### src/rtl/issue_scheduler.sv
// Out-of-order issue queue: tracks source readiness per slot, wakes sources on
// writeback broadcast and issues the oldest ready slot through a one-entry issue register.
module issue_scheduler #(
    parameter int IQ_SIZE = 8,
    parameter int PHYS_W  = 6
) (
    input  logic                       clk,
    input  logic                       rst,
    input  logic                       flush,
    input  logic                       alloc_valid,
    input  logic [PHYS_W-1:0]          alloc_rs,
    input  logic [PHYS_W-1:0]          alloc_rt,
    input  logic                       alloc_uses_rs,
    input  logic                       alloc_uses_rt,
    input  logic                       alloc_rs_rdy,
    input  logic                       alloc_rt_rdy,
    output logic                       alloc_ready,
    output logic [$clog2(IQ_SIZE)-1:0] alloc_slot,
    input  logic                       wb_valid,
    input  logic [PHYS_W-1:0]          wb_tag,
    output logic                       issue_valid,
    output logic [$clog2(IQ_SIZE)-1:0] issue_slot,
    input  logic                       issue_ready,
    output logic [$clog2(IQ_SIZE):0]   occupancy
);

    localparam int IDX_W = $clog2(IQ_SIZE);

    logic [IQ_SIZE-1:0]             valid_q, valid_d;
    logic [IQ_SIZE-1:0]             rs_rdy_q, rs_rdy_d;
    logic [IQ_SIZE-1:0]             rt_rdy_q, rt_rdy_d;
    logic [IQ_SIZE-1:0][PHYS_W-1:0] rs_tag_q, rs_tag_d;
    logic [IQ_SIZE-1:0][PHYS_W-1:0] rt_tag_q, rt_tag_d;
    // older_q[i][j] set means slot i was allocated before slot j
    logic [IQ_SIZE-1:0][IQ_SIZE-1:0] older_q, older_d;
    logic                           issue_valid_q, issue_valid_d;
    logic [IDX_W-1:0]               issue_slot_q, issue_slot_d;
    logic [IDX_W:0]                 occ_q, occ_d;

    logic [IQ_SIZE-1:0] eligible;
    logic [IQ_SIZE-1:0] pick;
    logic               any_elig;
    logic [IDX_W-1:0]   pick_idx;
    logic               alloc_fire;
    logic               issue_fire;
    logic               can_load;

    always_comb begin
        alloc_ready = ~&valid_q;
        alloc_slot  = '0;
        for (int i = IQ_SIZE - 1; i >= 0; i--) begin
            if (!valid_q[i]) alloc_slot = IDX_W'(i);
        end
    end

    // A slot wins selection when no other eligible slot is older than it.
    always_comb begin
        eligible = '0;
        pick     = '0;
        pick_idx = '0;
        for (int i = 0; i < IQ_SIZE; i++) begin
            eligible[i] = valid_q[i] & rs_rdy_q[i] & rt_rdy_q[i]
                        & ~(issue_valid_q && (issue_slot_q == IDX_W'(i)));
        end
        for (int i = 0; i < IQ_SIZE; i++) begin
            pick[i] = eligible[i];
            for (int j = 0; j < IQ_SIZE; j++) begin
                if (j != i && eligible[j] && older_q[j][i]) pick[i] = 1'b0;
            end
        end
        any_elig = |eligible;
        for (int i = 0; i < IQ_SIZE; i++) begin
            if (pick[i]) pick_idx = IDX_W'(i);
        end
    end

    always_comb begin
        valid_d       = valid_q;
        rs_rdy_d      = rs_rdy_q;
        rt_rdy_d      = rt_rdy_q;
        rs_tag_d      = rs_tag_q;
        rt_tag_d      = rt_tag_q;
        older_d       = older_q;
        issue_valid_d = issue_valid_q;
        issue_slot_d  = issue_slot_q;
        occ_d         = occ_q;

        alloc_fire = alloc_valid && alloc_ready && !flush;
        issue_fire = issue_valid_q && issue_ready;
        can_load   = !issue_valid_q || issue_ready;

        for (int i = 0; i < IQ_SIZE; i++) begin
            if (wb_valid && valid_q[i]) begin
                if (rs_tag_q[i] == wb_tag) rs_rdy_d[i] = 1'b1;
                if (rt_tag_q[i] == wb_tag) rt_rdy_d[i] = 1'b1;
            end
        end

        if (issue_fire) valid_d[issue_slot_q] = 1'b0;

        if (alloc_fire) begin
            valid_d[alloc_slot]  = 1'b1;
            rs_tag_d[alloc_slot] = alloc_rs;
            rt_tag_d[alloc_slot] = alloc_rt;
            // writeback landing in the allocation cycle must not be missed
            rs_rdy_d[alloc_slot] = !alloc_uses_rs || alloc_rs_rdy || (wb_valid && wb_tag == alloc_rs);
            rt_rdy_d[alloc_slot] = !alloc_uses_rt || alloc_rt_rdy || (wb_valid && wb_tag == alloc_rt);
            for (int j = 0; j < IQ_SIZE; j++) begin
                older_d[alloc_slot][j] = 1'b0;
                older_d[j][alloc_slot] = 1'b1;
            end
            older_d[alloc_slot][alloc_slot] = 1'b0;
        end

        if (can_load) begin
            issue_valid_d = any_elig;
            if (any_elig) issue_slot_d = pick_idx;
        end

        case ({alloc_fire, issue_fire})
            2'b10:   occ_d = occ_q + 1'b1;
            2'b01:   occ_d = occ_q - 1'b1;
            default: occ_d = occ_q;
        endcase

        if (flush) begin
            valid_d       = '0;
            issue_valid_d = 1'b0;
            occ_d         = '0;
        end
    end

    always_ff @(posedge clk or posedge rst) begin
        if (rst) begin
            valid_q       <= '0;
            rs_rdy_q      <= '0;
            rt_rdy_q      <= '0;
            rs_tag_q      <= '0;
            rt_tag_q      <= '0;
            older_q       <= '0;
            issue_valid_q <= 1'b0;
            issue_slot_q  <= '0;
            occ_q         <= '0;
        end else begin
            valid_q       <= valid_d;
            rs_rdy_q      <= rs_rdy_d;
            rt_rdy_q      <= rt_rdy_d;
            rs_tag_q      <= rs_tag_d;
            rt_tag_q      <= rt_tag_d;
            older_q       <= older_d;
            issue_valid_q <= issue_valid_d;
            issue_slot_q  <= issue_slot_d;
            occ_q         <= occ_d;
        end
    end

    assign issue_valid = issue_valid_q;
    assign issue_slot  = issue_slot_q;
    assign occupancy   = occ_q;

endmodule

### config.mk
export PLATFORM = sky130hd
export DESIGN_NAME = issue_scheduler
export DESIGN_NICKNAME = d
export VERILOG_FILES = /design/src/rtl/issue_scheduler.sv
export SDC_FILE = /design/constraint.sdc
export NUM_CORES = 1
export LEC_CHECK = 0
export ABC_AREA = 1
export BUFFER_PORTS_ARGS = -buffer_cell sky130_fd_sc_hd__buf_2
export CAP_MARGIN = 10
export CORE_MARGIN = 2
export CORE_UTILIZATION = 40
export CTS_CLUSTER_DIAMETER = 120
export DETAILED_ROUTE_END_ITERATION = 10
export GPL_TIMING_DRIVEN = 0
export MAX_ROUTING_LAYER = met4
export REMOVE_ABC_BUFFERS = 1
export SYNTH_ARGS = -nofsm -noshare
export SYNTH_HDL_FRONTEND = slang
export SYNTH_SLANG_ARGS = --single-unit
### constraint.sdc
create_clock -name clk -period 6.8 [get_ports clk]
set_input_delay 1.02 -clock clk [delete_from_list [all_inputs] [get_ports clk]]
set_output_delay 1.02 -clock clk [all_outputs]
set_load 0.005 [all_outputs]
==> results.md <==
* Outcome: finished, final reports clean
* Number of synthesized flops with an enable pin at 0
* Worst-path maximum fanout at 17
* Skew final at 0.00848 ns
* Setup WS pre-CTS at 3.20 ns
* IO Count at 40
* Leakage power at about 4.8 nW
* CTS sink count at roughly 180
* Vias in the first global route at 6851
* DRC Markers at 0
* Root Buffer: clkbuf_16
* GR Util All Layers at around a quarter
* Util after Layout at 45.0%
* Detail Route Antenna Nets at 0
* Area delta synth->final at 11.6%
* Register area at 0.00443 sq mm
* Drt via density at between 5 and 6
* Final non-filler cell area at 0.00973 sq mm
* Width of the die at approximately 150 microns
* Initial antenna violation count at 0
* Post-synth ARST share at between 90% and 100%
* Routability-driven placement congestion ratio at 0.849
* Worst-margin pin slew at 0.957 ns
* Fraction of layout cells with a size suffix above 1 at 9.53%
* Drt total wl at 25.1 mm
* Crit end category: flop
* Drt pass-1 iters at 5
* Area after DPL at 0.00909 sq mm
* Post-synth cell types at 47
* Post-synth top cells: nand2_1, dfrtp_1, inv_1, o21ai_0, o21ai_1
* Fin crit share at 47.2%
* CP required at 7.11 ns
* Unrepaired setup endpoints after global routing: no
* Initial Util at 40.3%
* Critical path class: in2reg
* PD cells at 256 mW/mm^2
* Multi-input logic area at 0.00360 sq mm
* CTS Buf Count at 17
* Post-Place Cells at 1317
* Tmin final at 3.21 ns
* First-pass GRT wire length at 39.6 mm
* Register area share after synthesis at between 50% and 60%
* DIE AREA at 0.0230 sq mm
* Clock latency on the worst-skew pair at 0.44 ns
* Synth top area cells: dfrtp_1, nand2_1, inv_1, o21ai_0, o21ai_1
* Grt total ovfl at 0
* Core footprint at 0.0216 sq mm
* Top FF cell, synth: dfrtp_1
* Cts hold-fix bufs at 0
* Worst setup margin at 3.59 ns
* Biggest cell delay along the critical path at 0.71 ns
* Max-slew violations at 0
* # nets final at 1088
* H-tree level count at 4
* Clock Tree Buf Depth at 2
* Largest net degree at the start of global routing at 96
* HPWL Detailed at 16.3 mm
* Average routed wire per standard cell at between 15 and 20 microns
* Synth area leader: dfrtp_1
* PortBufs at 39
* Antenna diodes at 0
* Std cell rows at 54
* Top-count cell post-synth: nand2_1
* Finished Layout Cells at 1350
* Max Cap Viol at 0
* Syn avg cell area at 8.36 sq um
* Fmax achieved at 312 MHz
* Number of fill cells in the layout at about 2200
* Fin. Hold Viols at 0
* Initial drt markers at 585
* Post-Synthesis Cells at 1043
* FF+latch count, synth at 177
* WHS at between 0.4 and 0.5 ns
* Post-CTS Repair Setup Buffers at 0
* Post-CTS Resized at 0
* Critical path arrival at 3.52 ns
* Netlist Area Pre-Place at 0.00872 sq mm
* Slew HR at 36.1%
* Crit-path slowest cell: clkinv_1
* Clk slew on worst S/H paths at ~0.07 ns
* Critical-path cell list: buf_2 > clkinv_1 > o22ai_1 > nor2_1 > nand4_1 > nand3_1 > o21ai_0 > inv_1
* Share of the synthesized area in the top cell type at roughly half
* CTS tree: built
* YS warnings at 0
* Die H at between 150 and 200 microns
* Maximum VDD drop at 0.000146 V
* Setup violators final at 0
* Type of the tightest min-delay check: reg2reg
* Startpoint types: input pin
* Routed via count at roughly 7000
-- worst max-delay path, delay by kind of cell --
family | cells | cell delay, ns
and+or+nand+nor | 3 | 0.56
AOI/OAI and AO/OA | 2 | 0.74
buffers and inverters | 3 | 1.18
-- final cells by class --
class                           count  share of cell area [%]
Inverter                          113                    4.44
Multi-Input combinational cell    705                    37.0
Tap cell                          280                    3.60
Clock inverter                     14                    1.84
Timing Repair Buffer               43                    3.14
Clock buffer                       18                    4.41
Sequential cell                   177                    45.5
-- state kept, by name, summed over array words and instances, names as in the netlist, named ones only --
name,count
issue_slot,3
issue_valid,1
occupancy,4
older_q,42
rs_rdy_q,8
rs_tag_q,48
rt_rdy_q,8
rt_tag_q,48
valid_q,8
-- layout by cell type (no fill, tap or decap), types with 4 or more instances in the layout --
cell	netlist	final
inv_2	8	8
inv_6	0	4
buf_2	27	39
nor3_1	4	4
o211ai_1	9	9
nand4_1	12	12
buf_16	0	4
nand3_1	28	28
o21ai_1	69	69
nor2_1	66	66
o22ai_1	21	21
o21a_1	4	4
nor4_1	6	6
a31oi_1	4	4
nand2_1	272	272
xor2_1	20	20
inv_1	103	102
a221oi_1	5	5
a211oi_1	4	4
xnor2_1	33	33
o2111ai_1	6	6
nand2_2	6	6
dfrtp_1	177	177
clkbuf_16	0	17
o41ai_1	5	5
o21ai_0	70	70
a21oi_1	33	33
-- kinds of logic (layout without fill, tap and decap cells) --
| group | after synthesis | in the layout | synth area share, % |
|---|---|---|---|
| simple gates | 410 | 410 | 19.9 |
| compound gates | 239 | 239 | 15.6 |
| flops | 177 | 177 | 50.8 |
| buf+inv | 161 | 188 | 7.85 |
| xor+xnor | 53 | 53 | 5.33 |
| fa+ha+maj | 3 | 3 | 0.517 |
-- stage by stage --
step | setup TNS, ns | total power [mW]
after floorplan | 0 | 1.36
after global placement | -228.92 | 1.47
after detailed placement | 0 | 1.48
after CTS | 0 | 2.50
after global routing | 0 | 2.59
final | 0 | 2.49
-- power by group --
group          total [mW]  internal [mW]  switching, mW
sequential           1.19           1.12         0.0690
combinational       0.276         0.0951          0.181
clock                1.02          0.585          0.439
total                2.49           1.80          0.690
-- path summary, 6_finish.rpt --
path	from	end	slack [ns]	cells past startpoint
max	wb_tag[5]	rs_rdy_q[1]	3.59	8
max reg2reg	valid_q[5]	rt_rdy_q[6]	4.11	13
min in group asynchronous	rst	issue_slot[1]	0.67	2
min reg2reg	older_q[43]	older_q[43]	0.47	2
min	older_q[43]	older_q[43]	0.47	2
max in group asynchronous	rst	rs_tag_q[11]	5.24	3
-- per-layer routing --
metal	part of all wire, %	up-vias	wire [microns]	track usage [%]
li1	-	3444	-	-
met1	46	3477	11600	32.4
met2	46	200	11600	37.5
met3	5.7	33	1420	3.98
met4	1.7	0	433	6.81
met5	0	-	0	-
Note: power is estimated with default switching activity, not from simulation.
